==> config.mk <==
export PLATFORM = sky130hd
export DESIGN_NAME = loop_sequencer
export DESIGN_NICKNAME = d
export VERILOG_FILES = /design/src/rtl/loop_sequencer.sv
export SDC_FILE = /design/constraint.sdc
export NUM_CORES = 1
export LEC_CHECK = 0
export ABC_AREA = 0
export CAP_MARGIN = 20
export CORE_ASPECT_RATIO = 1.1
export CORE_MARGIN = 3
export CORE_UTILIZATION = 57
export CTS_CLUSTER_SIZE = 20
export DETAILED_ROUTE_END_ITERATION = 16
export PLACE_DENSITY = 0.91
export SLEW_MARGIN = 30
export SYNTH_ARGS = -nofsm -noshare
export SYNTH_HDL_FRONTEND = slang
export SYNTH_SLANG_ARGS = --single-unit
==> constraint.sdc <==
create_clock -name Clock -period 3.63 [get_ports Clock]
set_input_delay 0.726 -clock Clock [delete_from_list [all_inputs] [get_ports Clock]]
set_output_delay 0.726 -clock Clock [all_outputs]
set_load 0.005 [all_outputs]
==> src/rtl/loop_sequencer.sv <==
`default_nettype none
// ============================================================================
// Module   : loop_sequencer
// Purpose  : Loop-control successor for the Potato control unit. Tracks
//            '['/']' nesting and sequences the forward skip (zero cell at '[')
//            and the backward scan (non-zero cell at ']'). An optional stack
//            of '[' addresses turns most backward scans into a one-cycle jump.
// Config   : LOOP_STACK_EN - when defined, builds the STACK_DEPTH x PC_WIDTH
//            address stack and the Jump/JumpAddr path. When undefined, Jump and
//            JumpAddr are tied to 0 and every taken ']' uses the backward scan.
// Ports    : Clock      - rising-edge clock
//            Reset      - asynchronous, active-high reset
//            InstrValid - Loop/Done/Pc valid this cycle; low holds all state
//            Loop       - current instruction is '['
//            Done       - current instruction is ']'
//            ZeroFlag   - current cell is zero
//            Pc         - address of current instruction
//            Reverse    - PC must decrement (backward scan active)
//            SkipCmd    - suppress execution of current instruction
//            Jump       - one-cycle pulse, load PC with JumpAddr
//            JumpAddr   - jump target (stacked '[' address + 1)
//            Nest       - current loop nesting level
//            Error      - sticky fault, CPU must halt
// Revision : 1.0 - initial release
// ============================================================================
module loop_sequencer #(
    parameter int PC_WIDTH    = 8,
    parameter int DEPTH_WIDTH = 8,
    parameter int STACK_DEPTH = 4
) (
    input  logic                   Clock,
    input  logic                   Reset,
    input  logic                   InstrValid,
    input  logic                   Loop,
    input  logic                   Done,
    input  logic                   ZeroFlag,
    input  logic [PC_WIDTH-1:0]    Pc,
    output logic                   Reverse,
    output logic                   SkipCmd,
    output logic                   Jump,
    output logic [PC_WIDTH-1:0]    JumpAddr,
    output logic [DEPTH_WIDTH-1:0] Nest,
    output logic                   Error
);

    localparam logic [1:0] c_RUN       = 2'd0;
    localparam logic [1:0] c_SKIP_FWD  = 2'd1;
    localparam logic [1:0] c_SCAN_BACK = 2'd2;
    localparam logic [1:0] c_ERROR     = 2'd3;

    localparam logic [DEPTH_WIDTH-1:0] c_ONE     = DEPTH_WIDTH'(1);
    localparam logic [DEPTH_WIDTH-1:0] c_CNT_MAX = '1;

    logic [1:0]             r_state;
    logic [DEPTH_WIDTH-1:0] r_depth;
    logic [DEPTH_WIDTH-1:0] r_nest;
    logic                   r_reverse;
    logic                   r_skip;
    logic                   r_error;

    logic [1:0]             w_state_nxt;
    logic [DEPTH_WIDTH-1:0] w_depth_nxt;
    logic [DEPTH_WIDTH-1:0] w_nest_nxt;
    logic                   w_fault;

`ifdef LOOP_STACK_EN
    localparam int c_IDX_W = (STACK_DEPTH > 1) ? $clog2(STACK_DEPTH) : 1;

    logic [PC_WIDTH-1:0] r_stack [STACK_DEPTH];
    logic                r_jump;
    logic [PC_WIDTH-1:0] r_jump_addr;
    logic                w_push;
    logic                w_jump_nxt;
    logic                w_push_ok;
    logic                w_stack_hit;
    logic [PC_WIDTH-1:0] w_top_addr;

    // Level n ('[' taken with Nest==n) lives in entry n; levels beyond the
    // stack are not recorded and fall back to the backward scan.
    assign w_push_ok   = int'(r_nest) < STACK_DEPTH;
    assign w_stack_hit = (r_nest != '0) && (int'(r_nest) <= STACK_DEPTH);
    assign w_top_addr  = r_stack[c_IDX_W'(r_nest - c_ONE)];

    // Storage needs no reset: an entry is only read while Nest says it is live.
    always_ff @(posedge Clock) begin
        if (w_push) begin
            r_stack[c_IDX_W'(r_nest)] <= Pc;
        end
    end

    always_ff @(posedge Clock or posedge Reset) begin
        if (Reset) begin
            r_jump      <= 1'b0;
            r_jump_addr <= '0;
        end else begin
            r_jump <= w_jump_nxt;
            if (w_jump_nxt) begin
                r_jump_addr <= w_top_addr + PC_WIDTH'(1);
            end
        end
    end

    assign Jump     = r_jump;
    assign JumpAddr = r_jump_addr;
`else
    assign Jump     = 1'b0;
    assign JumpAddr = '0;
`endif

    // Next-state decision. Fault branches leave Nest and depth untouched so
    // the counters show the level at which the program went wrong.
    always_comb begin
        w_state_nxt = r_state;
        w_depth_nxt = r_depth;
        w_nest_nxt  = r_nest;
        w_fault     = 1'b0;
`ifdef LOOP_STACK_EN
        w_push      = 1'b0;
        w_jump_nxt  = 1'b0;
`endif
        if (InstrValid && (r_state != c_ERROR)) begin
            if (Loop && Done) begin
                w_fault = 1'b1;
            end else begin
                case (r_state)
                    c_RUN: begin
                        if (Loop) begin
                            if (r_nest == c_CNT_MAX) begin
                                w_fault = 1'b1;
                            end else if (ZeroFlag) begin
                                // Skipped loop body is never entered, so Nest stays.
                                w_state_nxt = c_SKIP_FWD;
                                w_depth_nxt = c_ONE;
                            end else begin
                                w_nest_nxt = r_nest + c_ONE;
`ifdef LOOP_STACK_EN
                                w_push     = w_push_ok;
`endif
                            end
                        end else if (Done) begin
                            if (r_nest == '0) begin
                                w_fault = 1'b1;
                            end else if (ZeroFlag) begin
                                w_nest_nxt = r_nest - c_ONE;
`ifdef LOOP_STACK_EN
                            end else if (w_stack_hit) begin
                                w_jump_nxt = 1'b1;
`endif
                            end else begin
                                w_state_nxt = c_SCAN_BACK;
                                w_depth_nxt = c_ONE;
                            end
                        end
                    end
                    c_SKIP_FWD: begin
                        if (Loop) begin
                            if (r_depth == c_CNT_MAX) begin
                                w_fault = 1'b1;
                            end else begin
                                w_depth_nxt = r_depth + c_ONE;
                            end
                        end else if (Done) begin
                            w_depth_nxt = r_depth - c_ONE;
                            if (r_depth == c_ONE) begin
                                w_state_nxt = c_RUN;
                            end
                        end
                    end
                    c_SCAN_BACK: begin
                        // Reaching address 0 without the matching '[' means the
                        // program has no opening bracket for this ']'.
                        if ((Pc == '0) && !(Loop && (r_depth == c_ONE))) begin
                            w_fault = 1'b1;
                        end else if (Done) begin
                            if (r_depth == c_CNT_MAX) begin
                                w_fault = 1'b1;
                            end else begin
                                w_depth_nxt = r_depth + c_ONE;
                            end
                        end else if (Loop) begin
                            w_depth_nxt = r_depth - c_ONE;
                            if (r_depth == c_ONE) begin
                                w_state_nxt = c_RUN;
                            end
                        end
                    end
                    default: begin
                        w_state_nxt = r_state;
                    end
                endcase
            end
            if (w_fault) begin
                w_state_nxt = c_ERROR;
            end
        end
    end

    always_ff @(posedge Clock or posedge Reset) begin
        if (Reset) begin
            r_state   <= c_RUN;
            r_depth   <= '0;
            r_nest    <= '0;
            r_reverse <= 1'b0;
            r_skip    <= 1'b0;
            r_error   <= 1'b0;
        end else begin
            r_state   <= w_state_nxt;
            r_depth   <= w_depth_nxt;
            r_nest    <= w_nest_nxt;
            r_reverse <= (w_state_nxt == c_SCAN_BACK);
            r_skip    <= (w_state_nxt != c_RUN);
            r_error   <= (w_state_nxt == c_ERROR);
        end
    end

    assign Reverse = r_reverse;
    assign SkipCmd = r_skip;
    assign Nest    = r_nest;
    assign Error   = r_error;

endmodule
`default_nettype wire
# Yosys cells after proc, flatten, opt, wreduce, memory -nomap -nowiden
# Index checks and enable logic that the tools add are counted.
# totals
register_bits,21
inputBits,14
output_inout_bits,20
wordCells,90
# classes
add_sub_neg,4
eq_ne,19
muxes,46
bitwise,1
reduce_logical,14
# ops
op,n
$mux W8,18
$mux W2,15
$pmux W8 S3,1
$ne A3 B3 Y1 const B,7
$add A8 B1 Y8 const B,2
$eq A8 B8 Y1 const B,2
$logic_not A8 Y1,2
$sub A8 B1 Y8 const B,2
$reduce_and A11 Y1,1
$mux W1,10
$ne A2 B2 Y1 const B,5
$eq A8 B1 Y1 const B,1
$reduce_and A8 Y1,1
$eq A2 B2 Y1 const B,3
$pmux W2 S3,1
$reduce_bool A2 Y1,3
$logic_and A1 B1 Y1,4
$pmux W1 S3,1
$reduce_bool A3 Y1,1
$eq A2 B1 Y1 const B,1
$logic_not A2 Y1,1
$logic_not A1 Y1,1
$not A1 Y1,1

# Logic depth before layout (Yosys ltp)
# depth
depth_word,11
ltp_mapped,9

# Worst setup path after synthesis
# OpenSTA, ideal clock, no wires.
# synth_timing
kind,in2reg
from,input port Loop
to,register r_nest[6] (netlist: Nest[6])
setup_ps,125
arrival_ps,2413
path_slack_ps,1092
cell_stages,9
n_path_buf,1
path_cell_list,buf_4 -> inv_1 -> fa_1 -> a21o_1 -> a21oi_1 -> o21bai_1 -> a21oi_1 -> xnor2_1 -> mux2_4
# synth_between
elab_chain_cells,3
word_cells_on_any_way,9
classes_between,3 x eq/ne; 1 x mux; 1 x bitwise; 4 x reduce/logical
# synth_lines
element,line_no,text
from (decl),34,"input logic Loop,"
"parallel branches: the longest is 3 deep, another holds $reduce_and A8 Y1",-,
to (signal assigned),209,r_nest <= w_nest_nxt;
to (decl),56,logic [DEPTH_WIDTH-1:0] r_nest;
# Several ways; the timed one is not identified.
# A chain may end at the register's enable or synchronous reset.

# Final worst setup path
# Ends and elaborated chain as after synthesis.

==> impl_metrics.prom <==
# TYPE chip_impl_metric gauge
chip_impl_info{name="outcome",value="finished clean"} 1
chip_impl_metric{name="drt-wirelength-per-cell",unit="um"} 16.3
chip_impl_metric{name="simple_gate_share_of_the_synthesized_area",unit="%"} 17.9
chip_impl_metric{name="grt_first_pass_wirelength",unit="mm"} 7.65
chip_impl_metric{name="fraction_of_layout_instances_using_a_drive_strength_above_1",unit="%"} 6.02
chip_impl_metric{name="pin_count_of_the_biggest_net_entering_global_routing",unit=""} 22
chip_impl_metric{name="dp_cells",unit=""} 279
chip_impl_metric{name="synth_top_cell_area_share",unit="%"} 27.6
chip_impl_info{name="critPathCapture",value="Nest[6]$_DFFE_PP0P_"} 1
chip_impl_metric{name="core_area",unit="um2"} 3130
chip_impl_metric{name="worst_slew_pin_slew",unit="ns"} 0.819
chip_impl_info{name="unrepaired_setup_endpoints_after_global_routing",value="false"} 1
chip_impl_metric{name="synth_area",unit="um2"} 1900
chip_impl_metric{name="routed-via-count",unit=""} 1819
chip_impl_metric{name="synth_adder_area_share",unit="%"} 11.6
chip_impl_metric{name="clk_path_buf_depth",unit=""} 2
chip_impl_metric{name="synthDistinctLibCells",unit=""} 51
chip_impl_info{name="synth_top_family_by_area",value="compound AO/OA/AOI/OAI gates"} 1
chip_impl_metric{name="r2r_cells",unit=""} 8
chip_impl_metric{name="grt_antenna_before_repair",unit=""} 0
chip_impl_metric{name="compound_gate_portion_of_the_synthesized_area",unit="%"} 24.8
chip_impl_metric{name="flop_and_latch_count_out_of_synthesis",unit=""} 21
chip_impl_metric{name="synth_edf_count",unit=""} 0
chip_impl_metric{name="muxShareOfSynthArea",unit="%"} 5.00
chip_impl_metric{name="worst-path-max-fanout",unit=""} 12
chip_impl_metric{name="worst_ep_required_time",unit="ns"} 3.85
chip_impl_metric{name="drt-pass1-iter-count",unit=""} 5
chip_impl_metric{name="cts_resized",unit=""} 0
chip_impl_metric{name="drv_cap",unit=""} 0
chip_impl_metric{name="peakVddDrop",unit="V"} 0.000532
chip_impl_info{name="timing.rr.start",value="r_depth[1]$_DFFE_PP0P_"} 1
chip_impl_metric{name="die_area",unit="um2"} 4060
chip_impl_info{name="tritoncts",value="yes"} 1
chip_impl_metric{name="vias_in_the_first_global_route",unit=""} 1615
chip_impl_metric{name="clk_slew_on_worst_s_h_paths",unit="ns"} 0.12
chip_impl_info{name="cp-start-kind",value="input pin"} 1
chip_impl_metric{name="postCtsHoldBufs",unit=""} 0
chip_impl_info{name="ys_top_cells_by_area",value="sky130_fd_sc_hd__dfrtp_1, sky130_fd_sc_hd__ha_1, sky130_fd_sc_hd__a21oi_1"} 1
chip_impl_info{name="synth_top_cell_by_area",value="sky130_fd_sc_hd__dfrtp_1"} 1
chip_impl_metric{name="final_period_minus_worst_setup_slack",unit="ns"} 2.77
chip_impl_info{name="root_buffer_master",value="sky130_fd_sc_hd__clkbuf_4"} 1
chip_impl_metric{name="powerDensity",unit="nW/um2"} 778
chip_impl_metric{name="timing.fmax",unit="GHz"} 0.361
chip_impl_metric{name="post-cts-setup-buffer-count",unit=""} 0
chip_impl_metric{name="port_buffers",unit=""} 24
chip_impl_metric{name="floorplan.initialDensity",unit="%"} 60.8
chip_impl_metric{name="cp_data_arrival_time",unit="ns"} 3.00
chip_impl_metric{name="ff2ff_setup_slack",unit="ns"} 1.29
chip_impl_metric{name="num_antenna_cells",unit=""} 0
chip_impl_metric{name="area_occupied_by_multi_input_gates",unit="um2"} 1230
chip_impl_metric{name="design.portCount",unit=""} 34
chip_impl_metric{name="synthesis.area_per_instance",unit="um2"} 8.41
chip_impl_metric{name="setup_total_negative_slack",unit="ns"} 0
chip_impl_metric{name="cts_bufs_inserted",unit=""} 3
chip_impl_metric{name="final-hold-violation-count",unit=""} 0
chip_impl_metric{name="layout-area-overhead-vs-synth",unit="%"} 12.8
chip_impl_metric{name="global_route.overflow_total",unit=""} 0
chip_impl_metric{name="clk_latency",unit="ns"} 0.32
chip_impl_metric{name="final_setup_violations",unit=""} 0
chip_impl_metric{name="post_synth_inst_count",unit=""} 226
chip_impl_info{name="holdCritPathClass",value="reg -> reg"} 1
chip_impl_metric{name="wirelength",unit="mm"} 4.61
chip_impl_info{name="worstReg2RegEnd",value="SkipCmd$_DFF_PP0_"} 1
chip_impl_metric{name="ys_warn_count",unit=""} 0
chip_impl_metric{name="fin_nets",unit=""} 281
chip_impl_metric{name="synth-seq-area-share",unit="%"} 27.6
chip_impl_metric{name="chipWidth",unit="um"} 61.1
chip_impl_metric{name="synth-xor-area-share",unit="%"} 3.69
chip_impl_metric{name="number_of_sinks_driven_by_the_clock_tree",unit=""} 21
chip_impl_metric{name="leakage",unit="uW"} 0.000918
chip_impl_metric{name="die_height",unit="um"} 66.6
chip_impl_info{name="startpoint",value="Loop"} 1
chip_impl_metric{name="max-slew-margin-rel",unit="%"} 45.3
chip_impl_metric{name="post-dp-hpwl",unit="mm"} 3.40
chip_impl_metric{name="drt.antenna.violating_nets",unit=""} 0
chip_impl_metric{name="fin_crit_sh",unit="%"} 76.4
chip_impl_metric{name="finClkSkew",unit="ns"} 0.00763
chip_impl_metric{name="dr.first_iter.drc_count",unit=""} 128
chip_impl_metric{name="num_rows",unit=""} 21
chip_impl_info{name="main_synth_ff_type",value="sky130_fd_sc_hd__dfrtp_1"} 1
chip_impl_metric{name="finish.cell_count_without_fillers",unit=""} 283
chip_impl_metric{name="drt_drc_violations_left",unit=""} 0
chip_impl_metric{name="finalWeightedCongestion",unit=""} 0.852
chip_impl_metric{name="synth_async_sr_flop_share",unit="%"} 100
chip_impl_info{name="worst-setup-path-type",value="in -> reg"} 1
chip_impl_info{name="cp-end-kind",value="flop"} 1
chip_impl_metric{name="via_per_inst",unit=""} 6.43
chip_impl_metric{name="globalRouteTotalUtil",unit="%"} 24.9
chip_impl_metric{name="cts.htree.levels",unit=""} 1
chip_impl_metric{name="ff_latch_area",unit="um2"} 526
chip_impl_metric{name="drv_slew",unit=""} 0
chip_impl_metric{name="n_fill_cell",unit=""} 238
## kinds of logic (layout without fill, tap and decap cells)
logic type / Yosys count / count (layout)
AOI/OAI and AO/OA: 72 / 72
muxes: 7 / 7
DFF: 21 / 21
adders and majority gates: 17 / 17
buffers and inverters: 31 / 46
and+or+nand+nor: 69 / 69
xor gates and xnor gates: 8 / 8
other: 1 / 9
## cells in the mapped netlist (2+ instances only)
cell type and count:
sky130_fd_sc_hd__a21o_1 2, sky130_fd_sc_hd__a21oi_1 18, sky130_fd_sc_hd__a22oi_1 3, sky130_fd_sc_hd__a31oi_1 4, sky130_fd_sc_hd__a41oi_1 2, sky130_fd_sc_hd__and3_1 3
sky130_fd_sc_hd__buf_2 2, sky130_fd_sc_hd__buf_4 11, sky130_fd_sc_hd__buf_6 2, sky130_fd_sc_hd__dfrtp_1 21, sky130_fd_sc_hd__ha_1 16, sky130_fd_sc_hd__inv_1 15
sky130_fd_sc_hd__mux2_4 5, sky130_fd_sc_hd__mux2i_1 2, sky130_fd_sc_hd__nand2_1 22, sky130_fd_sc_hd__nand3_1 5, sky130_fd_sc_hd__nand4_1 3, sky130_fd_sc_hd__nor2_1 17
sky130_fd_sc_hd__nor2b_1 2, sky130_fd_sc_hd__nor3_1 7, sky130_fd_sc_hd__o211ai_1 3, sky130_fd_sc_hd__o21ai_0 14, sky130_fd_sc_hd__o221ai_1 2, sky130_fd_sc_hd__o22ai_1 8
sky130_fd_sc_hd__o31ai_1 2, sky130_fd_sc_hd__or4_1 4, sky130_fd_sc_hd__xnor2_1 7
## how the worst min path moves through the flow
stage                          end  slack [ns]                start  cells after the start
2_1_floorplan  Nest[7]$_DFFE_PP0P_        0.50  Nest[7]$_DFFE_PP0P_                      1
3_3_place_gp   Nest[7]$_DFFE_PP0P_        0.52  Nest[7]$_DFFE_PP0P_                      1
3_5_place_dp   Nest[7]$_DFFE_PP0P_        0.54  Nest[7]$_DFFE_PP0P_                      1
4_1_cts        Nest[7]$_DFFE_PP0P_        0.59  Nest[7]$_DFFE_PP0P_                      1
5_1_grt        Nest[7]$_DFFE_PP0P_        0.63  Nest[7]$_DFFE_PP0P_                      1
6_report       Nest[7]$_DFFE_PP0P_        0.59  Nest[7]$_DFFE_PP0P_                      1
## worst max-delay path, cell delays in order
cell                              delay, ns
sky130_fd_sc_hd__clkdlybuf4s50_1       0.48
sky130_fd_sc_hd__inv_1                 0.20
sky130_fd_sc_hd__fa_1                  0.51
sky130_fd_sc_hd__a21o_1                0.17
sky130_fd_sc_hd__a21oi_1               0.26
sky130_fd_sc_hd__o21bai_1              0.11
sky130_fd_sc_hd__a21oi_1               0.20
sky130_fd_sc_hd__xnor2_1               0.08
sky130_fd_sc_hd__mux2_4                0.25
## sequential cells by signal (all words and copies together), names as in the netlist
register  count
Nest          8
Error         1
SkipCmd       1
r_state       2
r_depth       8
Reverse       1
## cells in the final DEF (no fill, tap or decap), drive strengths merged, types with 4 or more instances in the layout
cell,instances
clkdlybuf4s50,24
o22ai,8
or4,4
inv,15
nand3,5
a31oi,4
a21oi,18
ha,16
mux2,5
conb,9
o21ai,14
dfrtp,21
nor2,18
nor3,8
clkbuf,4
xnor2,7
nand2,22
## where the power goes
group          switching, uW  leakage, uW  total, uW  internal [uW]
sequential               175     0.000269        508            334
clock                   76.3    0.0000150        119           43.1
combinational            552     0.000634       1040            489
## metrics by stage
stage	instance area, um2	hold slack (ns)	setup WS (ns)	power, uW	utilization, %
after floorplan	1930	0.498	1.09	1220	-
after global placement	2120	0.517	0.658	1480	67.7
after detailed placement	2120	0.538	0.534	1530	67.7
after CTS	2140	0.591	0.876	1650	68.5
after global routing	2140	0.627	0.735	1810	68.5
final	2140	0.593	0.856	1670	68.5
## final cells by class
type | instances | share of cell area (%)
Timing Repair Buffer | 27 | 12.3
Sequential cell | 21 | 24.5
Clock buffer | 4 | 1.23
Inverter | 15 | 2.63
Tap cell | 34 | 1.98
Multi-Input combinational cell | 182 | 57.4
## metal layers
layer | part of all wire (%) | global-route usage (%)
met1 | 40 | 33.5
met2 | 51 | 38.6
met3 | 6.3 | 2.52
met4 | 2.8 | 13.0
met5 | 0 | 0
Note: power is estimated with default switching activity, not from simulation.
